==> src/rtl/mem_bus_bridge.sv <==
// mem_bus_bridge: turns the core's fixed-latency memory port into a req/gnt +
// rvalid bus handshake with up to MAX_OUT outstanding transactions, an
// in-order tag FIFO that routes read data back to the core, and a response
// timeout / stray-response detector that parks the bridge in a sticky ERROR
// state until err_clr.
module mem_bus_bridge #(
  parameter int DATA_W  = 32,
  parameter int ADDR_W  = 32,
  parameter int MAX_OUT = 2,
  parameter int TIMEOUT = 255
) (
  input  logic                clk,
  input  logic                rst,
  input  logic                core_req,
  output logic                core_ready,
  input  logic                core_we,
  input  logic [ADDR_W-1:0]   core_addr,
  input  logic [DATA_W-1:0]   core_wdata,
  input  logic [DATA_W/8-1:0] core_be,
  output logic                core_rvalid,
  output logic [DATA_W-1:0]   core_rdata,
  output logic                bus_req,
  input  logic                bus_gnt,
  output logic [ADDR_W-1:0]   bus_addr,
  output logic                bus_we,
  output logic [DATA_W-1:0]   bus_wdata,
  output logic [DATA_W/8-1:0] bus_be,
  input  logic                bus_rvalid,
  input  logic [DATA_W-1:0]   bus_rdata,
  output logic                err,
  input  logic                err_clr
);

  localparam int BE_W  = DATA_W / 8;
  localparam int CNT_W = $clog2(MAX_OUT + 1);
  localparam int TMO_W = $clog2(TIMEOUT + 1);
  localparam int PTR_W = (MAX_OUT > 1) ? $clog2(MAX_OUT) : 1;

  localparam logic [CNT_W:0]   MAX_EXT  = (CNT_W + 1)'(MAX_OUT);
  localparam logic [CNT_W-1:0] MAX_CNT  = CNT_W'(MAX_OUT);
  localparam logic [TMO_W-1:0] TMO_LAST = TMO_W'(TIMEOUT - 1);
  localparam logic [PTR_W-1:0] PTR_LAST = PTR_W'(MAX_OUT - 1);

  typedef enum logic [1:0] {
    ST_IDLE  = 2'd0,
    ST_BUSY  = 2'd1,
    ST_ERROR = 2'd2
  } state_t;

  state_t              state_reg, state_next;

  logic                issue_valid_reg, issue_valid_next;
  logic                issue_we_reg;
  logic [ADDR_W-1:0]   issue_addr_reg;
  logic [DATA_W-1:0]   issue_wdata_reg;
  logic [BE_W-1:0]     issue_be_reg;

  logic [CNT_W-1:0]    count_reg, count_next;
  logic [TMO_W-1:0]    tmo_reg, tmo_next;
  logic [PTR_W-1:0]    wr_ptr_reg, wr_ptr_next;
  logic [PTR_W-1:0]    rd_ptr_reg, rd_ptr_next;
  logic [MAX_OUT-1:0]  tag_reg;
  logic [MAX_OUT-1:0]  tag_wr;

  logic                rvalid_reg, rvalid_next;
  logic [DATA_W-1:0]   rdata_reg, rdata_next;

  // Holds core_ready low while reset is asserted and for the first edge after.
  logic                ready_en_reg;

  logic in_err, not_full, grant, resp, proto_err, tmo_hit, enter_err, flush;
  logic accept, tag_head;

  function automatic logic [PTR_W-1:0] ptr_inc(input logic [PTR_W-1:0] p);
    return (p == PTR_LAST) ? '0 : p + PTR_W'(1);
  endfunction

  assign in_err    = (state_reg == ST_ERROR);
  assign bus_req   = issue_valid_reg & ~in_err;
  assign not_full  = (count_reg < MAX_CNT);
  assign grant     = bus_req & bus_gnt & not_full;
  // A response only counts when something is outstanding; ERROR ignores it.
  assign resp      = bus_rvalid & ~in_err & (count_reg != '0);
  assign proto_err = bus_rvalid & ~in_err & (count_reg == '0);
  // Fires on the cycle whose edge would bring the counter to TIMEOUT.
  assign tmo_hit   = ~in_err & (count_reg != '0) & ~bus_rvalid & (tmo_reg == TMO_LAST);
  assign enter_err = proto_err | tmo_hit;
  assign flush     = in_err | enter_err;

  assign core_ready = ready_en_reg & ~in_err & (~issue_valid_reg | grant) &
                      (({1'b0, count_reg} + {{CNT_W{1'b0}}, issue_valid_reg}) < MAX_EXT);
  assign accept     = core_req & core_ready;

  assign tag_head  = tag_reg[rd_ptr_reg];

  // One write strobe per tag slot, selected by the FIFO write pointer.
  generate
    for (genvar gi = 0; gi < MAX_OUT; gi++) begin : g_tag_wr
      assign tag_wr[gi] = grant & (wr_ptr_reg == PTR_W'(gi));
    end
  endgenerate

  assign bus_addr    = issue_addr_reg;
  assign bus_we      = issue_we_reg;
  assign bus_wdata   = issue_wdata_reg;
  assign bus_be      = issue_be_reg;
  assign core_rvalid = rvalid_reg;
  assign core_rdata  = rdata_reg;
  assign err         = in_err;

  // Next values for the issue slot, outstanding count, FIFO pointers, timeout
  // counter and the registered read-data return.
  always_comb begin
    issue_valid_next = issue_valid_reg;
    count_next       = count_reg;
    tmo_next         = tmo_reg;
    wr_ptr_next      = wr_ptr_reg;
    rd_ptr_next      = rd_ptr_reg;
    if (flush) begin
      issue_valid_next = 1'b0;
      count_next       = '0;
      tmo_next         = '0;
      wr_ptr_next      = '0;
      rd_ptr_next      = '0;
    end else begin
      if (accept) begin
        issue_valid_next = 1'b1;
      end else if (grant) begin
        issue_valid_next = 1'b0;
      end
      case ({grant, resp})
        2'b10:   count_next = count_reg + CNT_W'(1);
        2'b01:   count_next = count_reg - CNT_W'(1);
        default: count_next = count_reg;
      endcase
      if (grant) wr_ptr_next = ptr_inc(wr_ptr_reg);
      if (resp)  rd_ptr_next = ptr_inc(rd_ptr_reg);
      if ((count_reg == '0) || bus_rvalid) begin
        tmo_next = '0;
      end else begin
        tmo_next = tmo_reg + TMO_W'(1);
      end
    end
    // Write responses pop their tag but never reach the core.
    rvalid_next = resp & ~tag_head;
    rdata_next  = rvalid_next ? bus_rdata : rdata_reg;
  end

  // State transitions: error detection wins, otherwise track activity.
  always_comb begin
    state_next = state_reg;
    case (state_reg)
      ST_IDLE, ST_BUSY: begin
        if (enter_err) begin
          state_next = ST_ERROR;
        end else if (issue_valid_next || (count_next != '0)) begin
          state_next = ST_BUSY;
        end else begin
          state_next = ST_IDLE;
        end
      end
      ST_ERROR: begin
        if (err_clr) state_next = ST_IDLE;
      end
      default: state_next = ST_IDLE;
    endcase
  end

  // FSM state register.
  always_ff @(posedge clk or posedge rst) begin
    if (rst) begin
      state_reg <= ST_IDLE;
    end else begin
      state_reg <= state_next;
    end
  end

  // Control registers: issue-valid, count, pointers, timeout, response return.
  always_ff @(posedge clk or posedge rst) begin
    if (rst) begin
      issue_valid_reg <= 1'b0;
      count_reg       <= '0;
      tmo_reg         <= '0;
      wr_ptr_reg      <= '0;
      rd_ptr_reg      <= '0;
      rvalid_reg      <= 1'b0;
      rdata_reg       <= '0;
      ready_en_reg    <= 1'b0;
    end else begin
      issue_valid_reg <= issue_valid_next;
      count_reg       <= count_next;
      tmo_reg         <= tmo_next;
      wr_ptr_reg      <= wr_ptr_next;
      rd_ptr_reg      <= rd_ptr_next;
      rvalid_reg      <= rvalid_next;
      rdata_reg       <= rdata_next;
      ready_en_reg    <= 1'b1;
    end
  end

  // Issue register fields load on accept and stay put until the next accept,
  // which keeps the bus fields stable while waiting for a grant.
  always_ff @(posedge clk or posedge rst) begin
    if (rst) begin
      issue_we_reg    <= 1'b0;
      issue_addr_reg  <= '0;
      issue_wdata_reg <= '0;
      issue_be_reg    <= '0;
    end else if (accept) begin
      issue_we_reg    <= core_we;
      issue_addr_reg  <= core_addr;
      issue_wdata_reg <= core_wdata;
      issue_be_reg    <= core_be;
    end
  end

  // Tag FIFO storage: each granted transaction records whether it was a write.
  always_ff @(posedge clk or posedge rst) begin
    if (rst) begin
      tag_reg <= '0;
    end else begin
      tag_reg <= (tag_reg & ~tag_wr) | (tag_wr & {MAX_OUT{issue_we_reg}});
    end
  end

endmodule
==> config.mk <==
export PLATFORM = sky130hd
export DESIGN_NAME = mem_bus_bridge
export DESIGN_NICKNAME = d
export VERILOG_FILES = /design/src/rtl/mem_bus_bridge.sv
export SDC_FILE = /design/constraint.sdc
export NUM_CORES = 1
export LEC_CHECK = 0
export CAP_MARGIN = 15
export CORE_MARGIN = 2
export CORE_UTILIZATION = 42
export DETAILED_ROUTE_END_ITERATION = 6
export PLACE_DENSITY = 0.8
export SYNTH_ARGS = -nofsm -noshare
export SYNTH_HDL_FRONTEND = slang
export SYNTH_SLANG_ARGS = --single-unit
==> constraint.sdc <==
create_clock -name clk -period 4.9 [get_ports clk]
set_input_delay 0.735 -clock clk [delete_from_list [all_inputs] [get_ports clk]]
set_output_delay 0.735 -clock clk [all_outputs]
set_load 0.02 [all_outputs]
==> results_dict.tcl, run 1 <==
set metrics [dict create \
    cts_buffers 17 \
    cts_hold_buffers 0 \
    worstMarginPinSlew_ns 0.964 \
    initial_core_util 0.425 \
    cp_max_fo 2 \
    antenna_found_initial 0 \
    yosys.area.top_type "dfrtp_1" \
    dr.pass1.iters 4 \
    utilization 0.673 \
    coreArea_sq_mm 0.0113 \
    grt_pass1_vias 3591 \
    finalSetupTns_ns 0 \
    layout-drive-gt1-share 0.260 \
    crit_path_start_kind "input pin" \
    wl_per_cell_um 16.7 \
    slew_viol_final 0 \
    finalClockSkew_ns 0.00761 \
    max_slew_margin 0.358 \
    rsz0062_at_grt "no" \
    ir_worst_vdd_v 0.000381 \
    synthesis.nets 419 \
    cp.arrival_ns 2.35 \
    clock_sinks 120 \
    totalWireLength_um 11500 \
    yosysUniqueCellTypes 38 \
    yosysSeqAreaShare 0.626 \
    vias_per_cell 4.86 \
    dr.first_iter.drc_count 123 \
    hold_path.class "flop to flop" \
    hold_slack_ns 0.500 \
    ctsRootBufferMaster "clkbuf_16" \
    drtAntennaViolNets 0 \
    postCtsSetupRepairBufs 0 \
    yosys_most_used_dff "dfrtp_1" \
    worstSetupPathType "input pin to output port" \
    fin_crit_ns 3.08 \
    ys_ff_latch 120 \
    overflow 0 \
    required_ns 4.16 \
    setup_violations 0 \
    ios 212 \
    num_rows 39 \
    critPathCaptureType "output port" \
    die_y_um 111 \
    areaGrowthSynthToFinish_pct 58.3 \
    finalHoldViolCount 0 \
    cts_tree "yes" \
    nets 639 \
    die_width_um 111 \
    vias 3327 \
    netlist.area_leader.share 0.626 \
    cts_max_level 4 \
    grt_pass1_wl_um 18400 \
    period_share 0.629 \
    cts_buffer_depth 2 \
    grt_max_degree 70 \
    leakage_nw 3.28 \
    design_area_sq_mm 0.00759 \
    grt_use_total 0.194 \
    place_hpwl_um 8240 \
    yosysMostFrequentCell "dfrtp_1" \
    p_per_area_mw_per_mm2 487 \
    portBuffers 211 \
    synth_top_cells_by_count "dfrtp_1, mux2_2, nor2_1" \
    yosysWarningCount 0 \
    synth_edf_count 0 \
    max_cap_viol_count 0 \
    total_power_mw 3.70 \
    diodes 0 \
    place_congestion 0.767 \
    clk_pin_slew_worst_paths_ns 0.05 \
    clock_latency_ns 0.41 \
    cts-resized-gates 0 \
    synth.avg_cell_area_sq_um 15.5 \
    fmax_mhz 325 \
    async_reset_ff_frac 1.00 \
    drc 0 \
    dieArea_sq_mm 0.0123 \
    synth.area.top_cells "dfrtp_1, mux2_2, mux2_4, nor2_1, xor2_1" \
    synth_area_sq_mm 0.00480 \
    placed_cell_area_sq_mm 0.00700 \
    status "completed" \
    syn_inst 309 \
]
==> power breakdown <==
part,internal [mW],switching (mW),leakage (nW),total (mW)
Combinational,0.629,0.502,1.47,1.13
Clock,0.821,0.414,0.291,1.23
Sequential,1.21,0.118,1.51,1.33
Total,2.66,1.03,3.28,3.70
==> worst max-delay path: stages <==
cell and delay [ns]:
clkdlybuf4s50_1 0.53, nand2b_4 0.07, a2111oi_4 0.35, clkdlybuf4s50_1 0.66
==> kinds of logic (layout without fill, tap and decap cells) <==
family,after synthesis,count (layout),share of synthesized area
mux,104,104,0.252
simple gates,43,43,0.0485
flops,120,120,0.626
other cells,1,1,0.000782
compound gates,10,10,0.0188
buf+inv,18,251,0.0279
xor+xnor,10,10,0.0183
fa+ha+maj,3,3,0.00783
==> metal layers <==
layer	part of all wire	track usage	routed length [um]
met5	0	0	0
met4	0.015	0.0767	171
met3	0.084	0.0815	959
met2	0.50	0.327	5760
met1	0.40	0.219	4560
==> final cells by class <==
| cell class | count | area [sq um] |
|---|---|---|
| Clock buffer | 23 | 468 |
| Clock inverter | 9 | 123 |
| Sequential cell | 120 | 3000 |
| Multi-Input combinational cell | 171 | 1660 |
| Timing Repair Buffer | 214 | 2130 |
| Inverter | 5 | 21.3 |
| Tap cell | 143 | 179 |
| Fill cell | 808 | 3680 |
==> worst paths after layout <==
path,cells after the start,to,slack [ns],startpoint
max in group asynchronous,3,bus_addr[3]$_DFFE_PP0P_,3.14,rst
max reg2reg,4,bus_be[0]$_DFFE_PP0P_,2.47,count_reg[0]$_DFF_PP0_
max,4,core_ready,1.82,bus_gnt
min reg2reg,1,core_rdata[16]$_DFFE_PP0P_,0.50,core_rdata[16]$_DFFE_PP0P_
min in group asynchronous,2,bus_addr[31]$_DFFE_PP0P_,0.82,rst
min,1,core_rdata[16]$_DFFE_PP0P_,0.50,core_rdata[16]$_DFFE_PP0P_
==> through the flow <==
step                worst slack [ns]  instances
floorplan                      0.979        309
global placement                1.82        653
detailed placement              1.76        653
CTS                             1.80        685
global route                    1.77        685
finish                          1.82        685
==> cell usage in the layout, fill, tap and decap left out, types with 2 or more instances in the layout <==
cell type,count
clkdlybuf4s50_1,211
dfrtp_1,120
mux2_2,93
clkbuf_16,17
nor2_1,15
mux2_4,10
xor2_1,6
nand3_1,5
clkinv_2,5
inv_1,4
nand2_1,4
nor2b_1,4
xnor2_1,4
clkbuf_1,4
nor3_1,3
nand4_1,3
ha_1,3
bufinv_16,3
buf_4,3
clkbuf_8,2
(Power assumes the default switching activity.)
==> run 2: changes to the inputs <==
- clock period: 4.9 -> 2.9 ns (I/O delays scaled with it)
==> run 2 against run 1 <==
  * Hold slack got worse by 0.046 ns
  * Setup slack got worse by 1.4 ns
  * Flip-flop and latch count unchanged
  * Die area unchanged
  * Final cell count increased by 0.15%
  * Non-clock buffer count increased by 3
  * Sequential share of layout area decreased by 0.052 points
  * Clock skew increased by 0.0029 ns
==> results_dict.tcl, run 2 (synthesis gave the netlist of run 1 again) <==
set metrics [dict create \
    rsz0062_at_grt "no" \
    finalSetupTns_ns 0 \
    totalWireLength_um 11600 \
    period_share 0.864 \
    critPathCaptureType "output port" \
    placedCellCount 656 \
    max_slew_margin 0.601 \
    diodes 0 \
    top_usage_layer "met2" \
    num_rows 39 \
    ios 212 \
    design_area_sq_mm 0.00760 \
    grt_use_total 0.198 \
    p_int_mw 4.31 \
    clockPowerShare 0.309 \
    combPwrFrac 0.318 \
    place_hpwl_um 8440 \
    status "completed" \
    placed_cell_area_sq_mm 0.00707 \
    crit_end "core_ready" \
    slew_viol_final 0 \
    p_per_area_mw_per_mm2 794 \
    clock_latency_ns 0.41 \
    dieArea_sq_mm 0.0123 \
    overflow 0 \
    finalHoldViolCount 0 \
    total_power_mw 6.04 \
    switchingPower_mw 1.72 \
    cts_hold_buffers 0 \
    wl_per_cell_um 16.9 \
    grt_pass1_vias 3663 \
    clk_pin_slew_worst_paths_ns 0.05 \
    max_cap_viol_count 0 \
    drc 0 \
    finalClockSkew_ns 0.0105 \
    setup_violations 0 \
    cts_tree "yes" \
    portBuffers 211 \
    cts_buffer_depth 2 \
    switching_share 0.285 \
    crit_path_start_kind "flop" \
    die_width_um 111 \
    grt_pass1_wl_um 18900 \
    cp_max_fo 8 \
    layout-drive-gt1-share 0.260 \
    use_met1 0.222 \
    ir_worst_vdd_v 0.000565 \
    regToRegSetupSlack_ns 0.78 \
    fin_cells 686 \
    worstSetupPathType "flop to output port" \
    fin_crit_ns 2.50 \
    cts-resized-gates 0 \
    cp-startpoint "count_reg[0]$_DFF_PP0_" \
    r2r_start "count_reg[0]$_DFF_PP0_" \
    cts_max_level 4 \
    worstMarginPinSlew_ns 0.597 \
    vias 3331 \
    grt.met3_usage 0.0793 \
    fmax_mhz 399 \
    layout_commonest_cell "clkdlybuf4s50_1" \
    leakage_nw 3.28 \
    drtAntennaViolNets 0 \
    dr.pass1.iters 4 \
    seqPwrFrac 0.373 \
    nets 642 \
    coreArea_sq_mm 0.0113 \
    initial_core_util 0.425 \
    grt_max_degree 56 \
    ctsRootBufferMaster "clkbuf_16" \
    antenna_found_initial 0 \
    postCtsSetupRepairBufs 0 \
    cp.arrival_ns 2.07 \
    cts_buffers 17 \
    place_congestion 0.834 \
    grt_use_met2 0.330 \
    fillers 843 \
    die_y_um 111 \
    mostFrequentLayoutCells "clkdlybuf4s50_1, dfrtp_1, mux2_2, clkbuf_16, nor2_1" \
    areaGrowthSynthToFinish_pct 58.5 \
    hold_path.class "input pin to async pin" \
    clock_sinks 120 \
    required_ns 2.47 \
    reg2reg_to "bus_addr[22]$_DFFE_PP0P_" \
    r2r_cells 5 \
    vias_per_cell 4.86 \
    dr.first_iter.drc_count 118 \
]
## run 2: cell count changes in the layout (fill, tap and decap cells not counted)
cell	previous run	this run
and2_2	0	1
and2_4	1	0
inv_4	1	0
clkbuf_8	2	5
buf_4	3	2
clkinv_2	5	3
bufinv_16	3	0
buf_12	0	4
clkbuf_1	4	5
## run 2: power by group through the flow
stage,clock network (mW),logic (mW),registers (mW)
after floorplan,0,0.468,2.71
after global placement,0,1.90,2.26
after detailed placement,0,1.93,2.28
after CTS,1.91,1.95,2.26
after global routing,1.99,2.01,2.30
final,1.86,1.92,2.25
## run 2: worst max-delay path, cell delays in order, from the launching register on
cell             delay [ns]
dfrtp_1                0.46
nand2b_4               0.18
a2111oi_4              0.35
clkdlybuf4s50_1        0.66
## run 2: area by class of cell
class                      instances  area (sq um)  area share
clock buffer                      27           513      0.0675
clock inverter                     3          15.0     0.00198
inverter                           5          22.5     0.00296
multi-input combinational        171          1660       0.218
sequential                       120          3000       0.395
tap                              143           179      0.0235
timing repair buffer             217          2210       0.290
## run 2: layer usage
| metal | part of all wire | wire length [um] | up-vias |
|---|---|---|---|
| met4 | 0.030 | 346 | 0 |
| met2 | 0.50 | 5810 | 153 |
| met5 | 0 | 0 | - |
| li1 | - | - | 1516 |
| met1 | 0.39 | 4530 | 1634 |
| met3 | 0.080 | 930 | 28 |
## run 2: worst min path at each step
stage	end	slack, ns	cells after the start
after detailed placement	bus_addr[26]$_DFFE_PP0P_	0.49	1
final	bus_wdata[14]$_DFFE_PP0P_	0.45	2
after global placement	state_reg[0]$_DFFE_PP0P_	0.49	1
after CTS	bus_wdata[14]$_DFFE_PP0P_	0.45	2
after floorplan	state_reg[0]$_DFFE_PP0P_	0.46	1
after global routing	bus_addr[4]$_DFFE_PP0P_	0.49	2
## run 2: stage by stage
stage,util,hold WS (ns),setup WS (ns)
detailed placement,0.627,0.494,0.387
global placement,0.627,0.486,0.435
CTS,0.674,0.453,0.365
finish,0.674,0.454,0.396
global route,0.674,0.489,0.303
floorplan,-,0.462,0.798
==> run 3: changes to the inputs <==
- CTS_CLUSTER_SIZE: unset -> 25
==> results of run 3 <==
Same layout as run 2: the final DEF is identical, and so are final timing and power.
